$ cat src/rtl/apb_sample_capture.sv
// APB completer that captures signed filter samples into a FIFO and exposes
// control, sticky status, level, head-of-FIFO data and a level-threshold irq.
module apb_sample_capture #(
   parameter int ADDR_WIDTH  = 7,
   parameter int PDATA_WIDTH = 32,
   parameter int DATA_WIDTH  = 16,
   parameter int DEPTH       = 16
) (
   input  logic                   clk,
   input  logic                   rst_n,
   input  logic                   PSEL,
   input  logic                   PENABLE,
   input  logic                   PWRITE,
   input  logic [ADDR_WIDTH-1:0]  PADDR,
   input  logic [PDATA_WIDTH-1:0] PWDATA,
   output logic                   PREADY,
   output logic [PDATA_WIDTH-1:0] PRDATA,
   input  logic [DATA_WIDTH-1:0]  sample_in,
   input  logic                   sample_vld,
   output logic                   irq
);

   localparam int PW = $clog2(DEPTH);
   localparam int CW = PW + 1;

   localparam logic [0:0] S_IDLE = 1'b0;
   localparam logic [0:0] S_RESP = 1'b1;

   localparam logic [ADDR_WIDTH-1:0] A_CTRL   = ADDR_WIDTH'(0);
   localparam logic [ADDR_WIDTH-1:0] A_STATUS = ADDR_WIDTH'(1);
   localparam logic [ADDR_WIDTH-1:0] A_DATA   = ADDR_WIDTH'(2);
   localparam logic [ADDR_WIDTH-1:0] A_THRESH = ADDR_WIDTH'(3);

   logic [0:0]             state_q, state_d;
   logic [PDATA_WIDTH-1:0] prdata_q, prdata_d;
   logic                   cap_en_q, cap_en_d;
   logic [7:0]             thresh_q, thresh_d;
   logic                   ovf_q, ovf_d;
   logic                   udf_q, udf_d;
   logic [PW-1:0]          wr_ptr_q, wr_ptr_d;
   logic [PW-1:0]          rd_ptr_q, rd_ptr_d;
   logic [CW-1:0]          count_q, count_d;
   logic                   irq_q, irq_d;
   logic [DATA_WIDTH-1:0]  mem_q [DEPTH];

   logic                   access, wr_acc, rd_acc;
   logic                   sel_ctrl, sel_status, sel_data, sel_thresh;
   logic                   empty, full;
   logic                   clr, push, pop, ovf_set, udf_set;
   logic [DATA_WIDTH-1:0]  head;
   logic [PDATA_WIDTH-1:0] status_word;
   logic [PDATA_WIDTH-1:0] rd_mux;
   logic                   unused_pwdata;

   assign unused_pwdata = ^PWDATA[PDATA_WIDTH-1:8];

   always_comb begin
      access     = (state_q == S_IDLE) & PSEL & PENABLE;
      wr_acc     = access & PWRITE;
      rd_acc     = access & ~PWRITE;
      sel_ctrl   = (PADDR == A_CTRL);
      sel_status = (PADDR == A_STATUS);
      sel_data   = (PADDR == A_DATA);
      sel_thresh = (PADDR == A_THRESH);

      empty   = (count_q == '0);
      full    = (count_q == CW'(DEPTH));
      clr     = wr_acc & sel_ctrl & PWDATA[1];
      pop     = rd_acc & sel_data & ~empty & ~clr;
      udf_set = rd_acc & sel_data & empty;
      // A pop frees the slot this same cycle, so a full FIFO can still accept.
      push    = sample_vld & cap_en_q & (~full | pop) & ~clr;
      ovf_set = sample_vld & cap_en_q & full & ~pop & ~clr;
      head    = mem_q[rd_ptr_q];

      status_word       = '0;
      status_word[0]    = empty;
      status_word[1]    = full;
      status_word[2]    = ovf_q;
      status_word[3]    = udf_q;
      status_word[15:8] = 8'(count_q);

      rd_mux = '0;
      if (sel_ctrl) begin
         rd_mux[0] = cap_en_q;
      end else if (sel_status) begin
         rd_mux = status_word;
      end else if (sel_data) begin
         if (!empty) rd_mux = PDATA_WIDTH'($signed(head));
      end else if (sel_thresh) begin
         rd_mux[7:0] = thresh_q;
      end
   end

   always_comb begin
      state_d  = state_q;
      prdata_d = prdata_q;
      cap_en_d = cap_en_q;
      thresh_d = thresh_q;
      wr_ptr_d = wr_ptr_q;
      rd_ptr_d = rd_ptr_q;
      count_d  = count_q;

      case (state_q)
         S_IDLE:  if (access) state_d = S_RESP;
         S_RESP:  state_d = S_IDLE;
         default: state_d = S_IDLE;
      endcase

      if (rd_acc) prdata_d = rd_mux;
      if (wr_acc && sel_ctrl) cap_en_d = PWDATA[0];
      if (wr_acc && sel_thresh) thresh_d = PWDATA[7:0];

      if (clr) begin
         wr_ptr_d = '0;
         rd_ptr_d = '0;
         count_d  = '0;
      end else begin
         if (push) wr_ptr_d = wr_ptr_q + PW'(1);
         if (pop) rd_ptr_d = rd_ptr_q + PW'(1);
         if (push && !pop) count_d = count_q + CW'(1);
         else if (pop && !push) count_d = count_q - CW'(1);
      end

      // Set events win over a same-cycle write-1-to-clear.
      ovf_d = ovf_set | (ovf_q & ~(wr_acc & sel_status & PWDATA[2]));
      udf_d = udf_set | (udf_q & ~(wr_acc & sel_status & PWDATA[3]));

      irq_d = (thresh_q != 8'd0) && (32'(count_d) >= 32'(thresh_q));
   end

   always_ff @(posedge clk or negedge rst_n) begin
      if (!rst_n) begin
         state_q  <= S_IDLE;
         prdata_q <= '0;
         cap_en_q <= 1'b0;
         thresh_q <= '0;
         ovf_q    <= 1'b0;
         udf_q    <= 1'b0;
         wr_ptr_q <= '0;
         rd_ptr_q <= '0;
         count_q  <= '0;
         irq_q    <= 1'b0;
      end else begin
         state_q  <= state_d;
         prdata_q <= prdata_d;
         cap_en_q <= cap_en_d;
         thresh_q <= thresh_d;
         ovf_q    <= ovf_d;
         udf_q    <= udf_d;
         wr_ptr_q <= wr_ptr_d;
         rd_ptr_q <= rd_ptr_d;
         count_q  <= count_d;
         irq_q    <= irq_d;
      end
   end

   // Storage needs no reset: occupancy is tracked by the pointers and count.
   always_ff @(posedge clk) begin
      if (push) mem_q[wr_ptr_q] <= sample_in;
   end

   assign PREADY = (state_q == S_RESP);
   assign PRDATA = prdata_q;
   assign irq    = irq_q;

endmodule
$ cat config.mk
export PLATFORM = sky130hd
export DESIGN_NAME = apb_sample_capture
export DESIGN_NICKNAME = d
export VERILOG_FILES = /design/src/rtl/apb_sample_capture.sv
export SDC_FILE = /design/constraint.sdc
export NUM_CORES = 1
export LEC_CHECK = 0
export BUFFER_PORTS_ARGS = -buffer_cell sky130_fd_sc_hd__buf_4
export CAP_MARGIN = 20
export CORE_MARGIN = 1.5
export CORE_UTILIZATION = 64
export CTS_CLUSTER_SIZE = 25
export DETAILED_ROUTE_END_ITERATION = 10
export PLACE_DENSITY_LB_ADDON = 0.15
export SKIP_CTS_REPAIR_TIMING = 1
export SLEW_MARGIN = 20
export SYNTH_ARGS = -nofsm -noshare
export SYNTH_HDL_FRONTEND = slang
export SYNTH_SLANG_ARGS = --single-unit
$ cat constraint.sdc
create_clock -name clk -period 9.7 [get_ports clk]
set_input_delay 1.94 -clock clk [delete_from_list [all_inputs] [get_ports clk]]
set_output_delay 1.94 -clock clk [all_outputs]
set_load 0.02 [all_outputs]
After elaboration in Yosys (flattened, before gate mapping):

Memory sizes are Yosys's and may differ from the RTL's.
Cells that the tools add are included.
Widths: inputs -> output; s select.

* bits in writable memories: 256
* input bits: 61
* memories: 1
* register bits: 58
* output and inout port bits: 34

Memory list
* mem_q: depth 16, width 16, rd ports 1, clocked after Yosys merged registers in 0, wr ports 1, RTL line 44 `logic [DATA_WIDTH-1:0] mem_q [DEPTH];`

* reductions and logical operators: 12
* add/subtract/negate cells: 4
* bitwise logic cells: 32
* order comparisons: 1
* equality and inequality tests: 4
* multiplexer cells: 18

Operator list (count)
* $mux 32: 2
* $mux 31: 1
* $mux 24: 1
* $and 1x1->1: 21
* $mux 4: 4
* $mux 8: 2
* $mux 5: 3
* $eq 7x2->1 const B: 2
* $add 4x1->4 const B: 2
* $ge 5x8->1: 1
* $not 1->1: 8
* $reduce_bool 8->1: 1
* $eq 7x1->1 const B: 1
* $logic_not 7->1: 1
* $add 5x1->5 const B: 1
* $eq 5x5->1 const B: 1
* $logic_and 1x1->1: 5
* $logic_not 5->1: 1
* $sub 5x1->5 const B: 1
* $mux 1: 4
* $reduce_bool 2->1: 2
* $or 1x1->1: 3
* $logic_not 1->1: 2
* $pmux 1 s2: 1

Logic depth before layout (Yosys ltp):

Gate-level depths: netlist of run 1.

* depth in word-level cells: 18
* mapped depth: 13

Worst setup path before layout of run 1:

No wires, ideal clock.

* path kind: input to register
* from: input PADDR[2]
* to: memory mem_q[1][0], enable pin
* slack: 4.240 ns
* buffers on the path: 1
* required time: 9.264 ns
* arrival time: 5.024 ns
* setup time: 0.436 ns
* cell stages on the path: 5
* cells stage by stage: or4_4 buf_6 o41ai_4 o311ai_2 nor4b_1

* word-level cells in the longest chain between the ends: 10
* elaborated cells between the ends (all ways): 13

Ends and longest elaborated chain
* start: declaration: RTL line 14 `input logic [ADDR_WIDTH-1:0] PADDR,`
* $logic_not 7->1: RTL line 61 `sel_ctrl = (PADDR == A_CTRL);`
* $and 1x1->1 (2 in series): RTL line 68 `clr = wr_acc & sel_ctrl & PWDATA[1];`
* $not 1->1: RTL line 69, 72
* $and 1x1->1: RTL line 69 `pop = rd_acc & sel_data & ~empty & ~clr;`
* $or 1x1->1: RTL line 72 `push = sample_vld & cap_en_q & (~full | pop) & ~clr;`
* $and 1x1->1: RTL line 72
* $and 1x1->1 *: RTL line 72
* $mux 1 *: RTL line 160 `if (push) mem_q[wr_ptr_q] <= sample_in;`
* $mux 1 (not written as such) *: RTL line 160
* end: declaration: RTL line 44

Mark *: on every way between the ends. The rest lies on a longest branch, timed or not.

Final worst setup path of run 1:

* from: input PADDR[2]
* to: memory mem_q[9][6], enable pin

Same word-level chain as after synthesis.

==> run_results.csv, run 1 <==
group,metric,value,unit
logic_synthesis,yosysWarnings,0,
detailed_routing,vias,6707,
sta,slew_viol_final,0,
detailed_routing,drt_pre_antenna_iters,5,
detailed_routing,route.detailed.drc,0,
final_layout,nNetsFinal,852,
detailed_routing,top_layer,"met4",
global_route,grt-ovfl-total,0,
floorplan,die_height,142,um
sta,hold-worst-slack,0.493,ns
detailed_routing,wl_per_cell,25.0,um
logic_synthesis,syn-cell-area,12400,sq um
pwr,ir_worst_vdd,0.000229,V
cts,clk_latency,0.55,ns
place,dpl.cell_count,1007,
cts,path_clk_slew,0.06,ns
logic_synthesis,syn_area_per_cell,17.4,sq um
floorplan,die-area,20300,sq um
global_route,grt_max_degree,57,
floorplan,fp.coreArea,18900,sq um
sta,maxSlewHeadroom,25.2,%
logic_synthesis,synth_cells,712,
logic_synthesis,ys_async_sr_fraction,14.1,%
sta,hold_viol_final,0,
logic_synthesis,yosysUniqueCellTypes,58,
run_status,status,"completed",
floorplan,io_pins,95,
worst_hold_path,hold_class,"reg -> reg",
final_layout,instances_no_fill,1058,
cts,clock_sinks,298,
detailed_routing,vias_per_cell,6.34,
final_layout,layout_common_cells,"edfxtp_1, buf_4, mux4_2",
global_route,grt_pass1_wl,39.9,mm
job,cap_violations,0,
cts,root_buffer,"clkbuf_16",
sta,tns,0,ns
logic_synthesis,synth_edf_count,256,
floorplan,chipWidth,142,um
detailed_routing,drtIter0Drc,538,
worst_setup_path,end_kind,"register",
place,dpl.hpwl,15.7,mm
final_layout,multiInputGateArea,3390,sq um
global_route,grt_pass1_vias,6720,
cts,clockBufferDepth,3,
logic_synthesis,synth_flop_cell,"edfxtp_1",
final_layout,seqCellArea,8740,sq um
pwr,power.density,184,nW/um^2
place,placement.setup.worst_slack,4.38,ns
detailed_routing,dr_wl_met2,13.2,mm
sta,fmax,0.213,GHz
global_route,grt_usage,27.0,%
worst_setup_path,crit_fanout,16,
final_layout,syn2layout_area_growth,13.4,%
global_route,antenna_found_initial,0,
worst_setup_path,arrival,4.85,ns
sta,rsz0062_at_grt,"false",
final_layout,drive_above_1_share,28.6,%
logic_synthesis,seq_area_frac_synth,70.4,%
logic_synthesis,yosys_register_bits,298,
pwr,p_leak,4.77,nW
detailed_routing,route.met3.wl,1.79,mm
floorplan,rows,50,
detailed_routing,wirelength,26.4,mm
sta,skew,0.0103,ns
floorplan,initial_core_util,65.7,%
sta,worstMarginPinSlew,1.12,ns
cts,cts_buffers,29,
sta,setup_viol,0,
sta,period_minus_slack,4.69,ns
final_layout,utilization,74.5,%
final_layout,diodes,0,
detailed_routing,wirelength_met1,10.8,mm
final_layout,layout_commonest_cell,"edfxtp_1",
cts,cts_tree,"done",
worst_setup_path,crit_path_start_kind,"primary input",
place,port_buffers,70,
logic_synthesis,synthesis.nets,786,
final_layout,n_fill_cell,1133,
cts,htreeDepth,1,
sta,post-route-period-util,48.3,%
detailed_routing,postRouteAntennaNets,0,
worst_setup_path,critPathRequiredTime,9.87,ns
worst_setup_path,crit_type,"in -> reg",
sta,setup_ws,5.01,ns
place,gp_congestion,0.861,
power by group:
group / total [mW] / internal (mW) / leakage (nW) / switching (mW)
logic: 0.100 / 0.0414 / 1.45 / 0.0588
registers: 1.41 / 1.40 / 2.87 / 0.00725
clock network: 1.08 / 0.628 / 0.448 / 0.454
Yosys cell counts (3+ instances only):
| cell | instances | area, sq um |
|---|---|---|
| a211oi_1 | 10 | 75.1 |
| a21oi_1 | 26 | 130 |
| a22o_1 | 4 | 35.0 |
| a22oi_1 | 10 | 75.1 |
| and2_1 | 5 | 31.3 |
| and3_1 | 6 | 37.5 |
| buf_1 | 4 | 15.0 |
| buf_2 | 12 | 60.1 |
| buf_4 | 17 | 128 |
| clkbuf_1 | 18 | 67.6 |
| dfrtp_1 | 42 | 1050 |
| edfxtp_1 | 256 | 7690 |
| ha_1 | 13 | 163 |
| inv_1 | 14 | 52.6 |
| mux2_2 | 17 | 191 |
| mux2i_1 | 26 | 260 |
| mux4_2 | 58 | 1310 |
| nand2_1 | 26 | 97.6 |
| nand2b_1 | 7 | 43.8 |
| nand3_1 | 24 | 120 |
| nand4_1 | 5 | 31.3 |
| nor2_1 | 31 | 116 |
| nor2b_1 | 9 | 56.3 |
| nor3_1 | 9 | 45.0 |
| o211ai_1 | 5 | 37.5 |
| o21ai_0 | 10 | 50.1 |
| o22ai_1 | 5 | 31.3 |
| or3_1 | 3 | 18.8 |
| xor2_1 | 3 | 26.3 |
kinds of logic (layout without fill, tap and decap cells):
logic type	after synthesis	count (layout)	share of synthesized area (%)
flip-flops	298	298	70.4
AND/OR/NAND/NOR	148	148	6.62
multiplexers	101	101	14.2
AO/OA/AOI/OAI	81	81	4.51
buffers and inverters	66	152	2.69
adder cells (fa/ha/maj)	13	13	1.31
XOR/XNOR	5	5	0.353
registers in the layout, indices dropped and copies added (netlist names):
register	flops
mem_q	256
PRDATA	16
thresh_q	8
count_q	5
rd_ptr_q	4
wr_ptr_q	4
PREADY	1
cap_en_q	1
irq	1
ovf_q	1
udf_q	1
metal layers:
metal,track usage (%),up-vias
met5,0,-
met1,37.7,3459
met2,45.4,262
li1,-,2942
met3,4.10,44
met4,7.43,0
stage by stage:
stage               cell area (sq um)  total power [mW]
floorplan                       12400              1.48
global placement                13200              1.53
detailed placement              13200              1.53
CTS                             14100              2.60
global route                    14100              2.66
finish                          14100              2.59
final cells by class:
cell class	count	area share [%]
Clock buffer	35	5.31
Clock inverter	16	1.18
Inverter	14	0.373
Multi-Input combinational cell	348	24.1
Sequential cell	298	62.1
Tap cell	260	2.31
Timing Repair Buffer	87	4.66
worst max-delay path, cell delays in order:
cell and delay (ns):
buf_4 0.11, or4_4 0.62, o41ai_4 0.56, o311ai_4 0.36
nor3b_2 0.33, and2_1 0.92
final timing paths:
kind	startpoint	end	slack, ns	depth (start not counted)
worst max register to register	PREADY	mem_q[9][6]	6.10	6
worst min register to register	PRDATA[8]	PRDATA[8]	0.49	2
max in group asynchronous	rst_n	rd_ptr_q[0]	7.86	1
worst min-delay path	PRDATA[8]	PRDATA[8]	0.49	2
min in group asynchronous	rst_n	thresh_q[6]	1.38	1
worst max-delay path	PADDR[2]	mem_q[9][6]	5.01	6
Power figures use the tool's default switching activity.
==> inputs of run 2 (changes only) <==
--- a/config.mk
+++ b/config.mk
@@ -5,10 +5,11 @@
 export SDC_FILE = /design/constraint.sdc
 export NUM_CORES = 1
 export LEC_CHECK = 0
+export ABC_AREA = 1
 export BUFFER_PORTS_ARGS = -buffer_cell sky130_fd_sc_hd__buf_4
 export CAP_MARGIN = 20
 export CORE_MARGIN = 1.5
-export CORE_UTILIZATION = 64
+export CORE_UTILIZATION = 54
 export CTS_CLUSTER_SIZE = 25
 export DETAILED_ROUTE_END_ITERATION = 10
 export PLACE_DENSITY_LB_ADDON = 0.15
==> constraint.sdc (replaced) <==
create_clock -name clk -period 3.8 [get_ports clk]
set_input_delay 0.76 -clock clk [delete_from_list [all_inputs] [get_ports clk]]
set_output_delay 0.76 -clock clk [all_outputs]
set_load 0.02 [all_outputs]
==> run 2 against run 1 <==
Against the previous run: via count increased by 27%; register-to-register slack got worse by 5.2 ns; utilization decreased by 11 points; final cell count increased by 45%; combinational power increased to 6.4 times the previous value; clock-buffer cell count unchanged; first-iteration DRC count increased by 65%; power increased to 3.0 times the previous value; critical path type is now reg -> reg; highest routed layer unchanged.
==> run_results.csv, run 2 <==
group,metric,value,unit
run_status,status,"completed",
floorplan,rows,56,
detailed_routing,wl_per_cell,19.3,um
logic_synthesis,synth_edf_count,256,
cts,root_buffer,"clkbuf_16",
place,placement.setup.worst_slack,0.659,ns
final_layout,diodes,0,
detailed_routing,drt_pre_antenna_iters,5,
floorplan,fp.coreArea,23400,sq um
logic_synthesis,synthesis.nets,1206,
worst_setup_path,critPathRequiredTime,4.04,ns
worst_setup_path,slowest_delay,0.49,ns
place,gp_congestion,0.893,
logic_synthesis,seq_area_frac_synth,68.1,%
worst_setup_path,crit_path_start_kind,"register",
final_layout,layout_commonest_cell,"edfxtp_1",
logic_synthesis,synth_top_cell_area_share,59.9,%
worst_setup_path,r2r-start,"count_q[0]",
job,cap_violations,0,
detailed_routing,route.detailed.drc,0,
place,dpl.cell_count,1475,
logic_synthesis,yosysWarnings,0,
final_layout,instances_no_fill,1531,
floorplan,die-area,24700,sq um
final_layout,drive_above_1_share,16.0,%
global_route,grt_pass1_wl,44.7,mm
final_layout,multiInputGateArea,3480,sq um
sta,setup_ws,0.899,ns
logic_synthesis,syn_area_per_cell,11.3,sq um
worst_setup_path,crit_path_top_delay_cell,"nor2_2",
sta,period_minus_slack,2.90,ns
floorplan,die_height,157,um
final_layout,regMostFlops,"mem_q",
logic_synthesis,synthTopCellsByArea,"edfxtp_1, dfrtp_1, nor2_1",
pwr,ir_worst_vdd,0.000364,V
sta,post-route-period-util,76.3,%
floorplan,io_pins,95,
global_route,grt_max_degree,103,
global_route,grt_usage,24.5,%
final_layout,utilization,63.3,%
sta,worstMarginPinSlew,1.13,ns
sta,setup_viol,0,
logic_synthesis,yosys_register_bits,298,
cts,clk_latency,0.56,ns
logic_synthesis,yosysUniqueCellTypes,38,
cts,clockBufferDepth,3,
final_layout,layout_common_cells,"edfxtp_1, nor2_1, nand2_1",
floorplan,chipWidth,157,um
cts,clock_sinks,298,
global_route,grt_pass1_vias,8003,
place,port_buffers,70,
place,dpl.hpwl,17.3,mm
worst_setup_path,reg2reg_slack,0.90,ns
cts,htreeDepth,1,
detailed_routing,postRouteAntennaNets,0,
sta,fmax,0.345,GHz
final_layout,syn2layout_area_growth,15.4,%
logic_synthesis,synthTopCellsByCount,"edfxtp_1, nor2_1, nand2_1, o21ai_0, nand3_1",
final_layout,seqCellArea,8740,sq um
sta,skew,0.0120,ns
pwr,power.density,516,nW/um^2
floorplan,initial_core_util,54.9,%
sta,hold-worst-slack,0.194,ns
logic_synthesis,synth_flop_cell,"edfxtp_1",
worst_setup_path,arrival,3.14,ns
sta,slew_viol_final,0,
detailed_routing,vias,8539,
global_route,grt-ovfl-total,0,
worst_setup_path,r2r_cells,10,
cts,cts_tree,"done",
worst_setup_path,cp_top_family,"simple AND/OR/NAND/NOR gates",
worst_setup_path,end_kind,"register",
logic_synthesis,yosysMostFrequentCell,"edfxtp_1",
detailed_routing,wirelength,29.5,mm
sta,tns,0,ns
detailed_routing,drtIter0Drc,889,
global_route,antenna_found_initial,0,
logic_synthesis,ys_async_sr_fraction,14.1,%
final_layout,nNetsFinal,1262,
worst_setup_path,reg2reg_to,"mem_q[11][9]",
worst_setup_path,crit_type,"reg -> reg",
sta,maxSlewHeadroom,24.8,%
pwr,p_leak,5.53,nW
final_layout,largest_reg_flops,256,
cts,cts_buffers,30,
logic_synthesis,syn-cell-area,12800,sq um
cts,path_clk_slew,0.07,ns
sta,hold_viol_final,0,
detailed_routing,vias_per_cell,5.58,
worst_setup_path,crit_fanout,10,
worst_setup_path,cp_cell_sequence,"inv_1, ha_1, nand3_1, nand3_4, nand2_2, nand2_4, nor2_4, nand2_1, nor2_2, buf_4",
logic_synthesis,synth_top_area_cell,"edfxtp_1",
sta,rsz0062_at_grt,"false",
final_layout,n_fill_cell,1838,
logic_synthesis,synth_cells,1132,
worst_hold_path,hold_class,"in -> async",
worst_setup_path,cp_num_buf_inv,2,
run 2: cell types whose count changed in the layout (fill, tap and decap cells not counted), sizes merged, moves of 8 or more:
cell,change
buf,+11
a21oi,-8
nand2,+118
mux2i,-26
o21ai,+134
nand3,+54
o211ai,+43
mux4,-58
mux2,-14
nor2b,-9
a211oi,-10
a22oi,-10
nor2,+193
inv,+44
run 2: worst reg2reg max path: stages, from the launching register on:
cell and delay, ns:
dfrtp_1 0.46, inv_1 0.13, ha_1 0.25, nand3_1 0.19
nand3_4 0.17, nand2_2 0.14, nand2_4 0.08, nor2_4 0.15
nand2_1 0.17, nor2_2 0.49, buf_4 0.35
run 2: power breakdown:
part | total [mW] | internal, mW | leakage [nW] | switching, mW
registers | 3.68 | 3.61 | 2.82 | 0.0685
clock network | 3.32 | 2.10 | 0.563 | 1.22
logic | 0.640 | 0.213 | 2.15 | 0.428
total | 7.64 | 5.92 | 5.53 | 1.72
run 2: worst max-delay path by stage:
stage | startpoint | to | slack (ns) | cells past startpoint
finish | count_q[0] | mem_q[11][9] | 0.90 | 10
floorplan | PSEL | mem_q[0][0] | 1.05 | 10
CTS | count_q[0] | mem_q[10][10] | 0.92 | 10
detailed placement | PADDR[3] | irq | 0.66 | 16
global route | count_q[0] | irq | 0.74 | 15
global placement | PADDR[5] | irq | 0.66 | 16
run 2: through the flow:
stage	total power [mW]	area, sq um
floorplan	4.16	12800
global placement	4.37	13700
detailed placement	4.38	13700
CTS	7.66	14800
global route	7.88	14800
finish	7.64	14800
run 2: cell type report:
| type | instances | area share [%] |
|---|---|---|
| clock inverter | 21 | 2.07 |
| multi-input combinational | 698 | 23.5 |
| sequential | 298 | 59.0 |
| timing repair buffer | 98 | 5.56 |
| clock buffer | 35 | 5.61 |
| tap | 319 | 2.69 |
| inverter | 62 | 1.58 |
run 2: cells by family (layout without fill, tap and decap cells):
group / after synthesis / in the layout / share of synthesized area (%)
AOI/OAI and AO/OA: 220 / 220 / 9.67
xor gates and xnor gates: 3 / 3 / 0.205
adders and majority gates: 13 / 13 / 1.27
buffers and inverters: 136 / 216 / 5.16
DFF: 298 / 298 / 68.1
muxes: 3 / 3 / 0.263
and+or+nand+nor: 459 / 459 / 15.4
run 2: per-layer routing:
layer | vias up | wire length (um) | global-route usage, %
met5 | - | 0 | 0
met4 | 0 | 968 | 10.1
met3 | 69 | 2280 | 4.05
met2 | 343 | 13600 | 39.2
met1 | 4062 | 12600 | 33.4
li1 | 4065 | - | -
==> inputs of run 3 (changes only) <==
==> constraint.sdc (replaced) <==
create_clock -name clk -period 2.65 [get_ports clk]
set_input_delay 0.53 -clock clk [delete_from_list [all_inputs] [get_ports clk]]
set_output_delay 0.53 -clock clk [all_outputs]
set_load 0.02 [all_outputs]
==> run 3 against run 2 <==
Against the previous run: clock-buffer cell count increased by 9; die area unchanged; flip-flop and latch count unchanged; clock power increased by 19%; setup slack got worse by 0.72 ns; clock skew increased by 0.0080 ns; non-clock buffer count increased by 46; critical path type unchanged; via count increased by 0.11%; register-to-register slack got worse by 0.72 ns; utilization increased by 1.1 points; maximum frequency increased by 17%; worst hold slack improved by 0.036 ns.
==> run_results.csv, run 3 (synthesized netlist as in run 2, its figures left out) <==
group,metric,value,unit
detailed_routing,drtIter0Drc,658,
sta,slew_viol_final,0,
floorplan,io_pins,95,
detailed_routing,wirelength,29.1,mm
floorplan,chipWidth,157,um
floorplan,fp.coreArea,23400,sq um
pwr,ir_worst_vdd,0.000607,V
cts,cts_tree,"done",
detailed_routing,vias,8548,
final_layout,syn2layout_area_growth,17.4,%
worst_setup_path,reg2reg_slack,0.18,ns
detailed_routing,postRouteAntennaNets,0,
detailed_routing,vias_per_cell,5.42,
worst_setup_path,crit_fanout,7,
sta,tns,0,ns
final_layout,diodes,0,
sta,skew,0.0200,ns
floorplan,initial_core_util,54.9,%
worst_setup_path,r2r-start,"PREADY",
cts,htreeDepth,1,
worst_setup_path,crit_type,"reg -> reg",
cts,clock_sinks,298,
cts,clk_latency,0.55,ns
worst_setup_path,end_kind,"register",
place,dpl.hpwl,17.6,mm
detailed_routing,drt_pre_antenna_iters,5,
worst_setup_path,reg2reg_to,"irq",
pwr,power.density,679,nW/um^2
floorplan,die-area,24700,sq um
worst_setup_path,crit_path_start_kind,"register",
detailed_routing,wl_per_cell,18.4,um
pwr,report.power.total,10.2,mW
global_route,grt_pass1_wl,44.2,mm
sta,fmax,0.404,GHz
worst_setup_path,critPathRequiredTime,3.08,ns
worst_hold_path,whs_path_depth,2,
worst_hold_path,hold_path_end,"thresh_q[5]",
sta,maxSlewHeadroom,46.2,%
global_route,antenna_found_initial,0,
floorplan,rows,56,
final_layout,regMostFlops,"mem_q",
sta,hold_viol_final,0,
final_layout,drive_above_1_share,18.5,%
worst_hold_path,hp-start,"PWDATA[5]",
global_route,grt_pass1_vias,8067,
sta,setup_viol,0,
floorplan,die_height,157,um
final_layout,largest_reg_flops,256,
global_route,grt_max_degree,133,
final_layout,layout_common_cells,"edfxtp_1, nor2_1, nand2_1",
global_route,grt-ovfl-total,0,
global_route,grt_usage,24.0,%
worst_setup_path,r2r_cells,17,
run_status,status,"completed",
sta,worstMarginPinSlew,0.802,ns
final_layout,layout_commonest_cell,"edfxtp_1",
job,cap_violations,0,
final_layout,nNetsFinal,1308,
final_layout,fin_area,15100,sq um
cts,clockBufferDepth,3,
worst_hold_path,hold_class,"in -> reg",
pwr,p_leak,5.67,nW
place,gp_congestion,0.890,
cts,root_buffer,"clkbuf_16",
place,dpl-instance-area,14100,sq um
sta,post-route-period-util,93.3,%
place,port_buffers,70,
detailed_routing,route.detailed.drc,0,
worst_setup_path,arrival,2.91,ns
sta,period_minus_slack,2.47,ns
cts,cts_buffers,30,
cts,path_clk_slew,0.06,ns
final_layout,utilization,64.4,%
## run 3: how the worst max path moves through the flow
stage,startpoint,to,cells past startpoint
2_1_floorplan,PSEL,mem_q[0][0],10
3_3_place_gp,PSEL,irq,18
3_5_place_dp,PADDR[3],irq,17
4_1_cts,count_q[1],irq,16
5_1_grt,PREADY,irq,16
6_report,PREADY,irq,17
## run 3: routing by layer
metal / part of all wire (%) / global-route usage (%) / vias up / routed length, um
met1: 45 / 34.2 / 4079 / 13000
met5: 0 / 0 / - / 0
met3: 6.0 / 3.33 / 58 / 1740
met2: 47 / 38.5 / 269 / 13600
li1: - / - / 4142 / -
met4: 2.5 / 7.55 / 0 / 714
## run 3: stage by stage
step,worst slack (ns),std cells,hold WS (ns)
after detailed placement,-0.129,1517,0.466
after global routing,-0.00874,1577,0.210
final,0.178,1577,0.230
after CTS,0.0496,1573,-0.0316
after global placement,-0.0467,1517,0.468
after floorplan,0.132,1132,0.234
## run 3: worst max-delay path: stages (launching register included)
cell and delay [ns]:
dfrtp_1 0.39, nor2_2 0.12, nand2_2 0.11, nor2_4 0.18, nand3_4 0.15, buf_4 0.17
nor2_4 0.10, nand2_1 0.06, nand2_1 0.06, nand3_1 0.09, nand3_1 0.09, inv_1 0.05
ha_1 0.27, a21boi_0 0.13, o21ai_1 0.13, a21boi_0 0.09, o21bai_1 0.12, inv_1 0.06
## run 3: cell type report
class | count | area [sq um]
clock buffer | 44 | 835
clock inverter | 12 | 87.6
tap | 319 | 399
fill | 1794 | 8330
timing repair buffer | 144 | 1260
sequential | 298 | 8740
inverter | 62 | 234
multi-input combinational | 698 | 3520
## run 3: report_power, final
group,switching [mW],internal (mW)
Combinational,0.683,0.372
Clock,1.67,2.27
Sequential,0.0649,5.18
Total,2.42,7.83
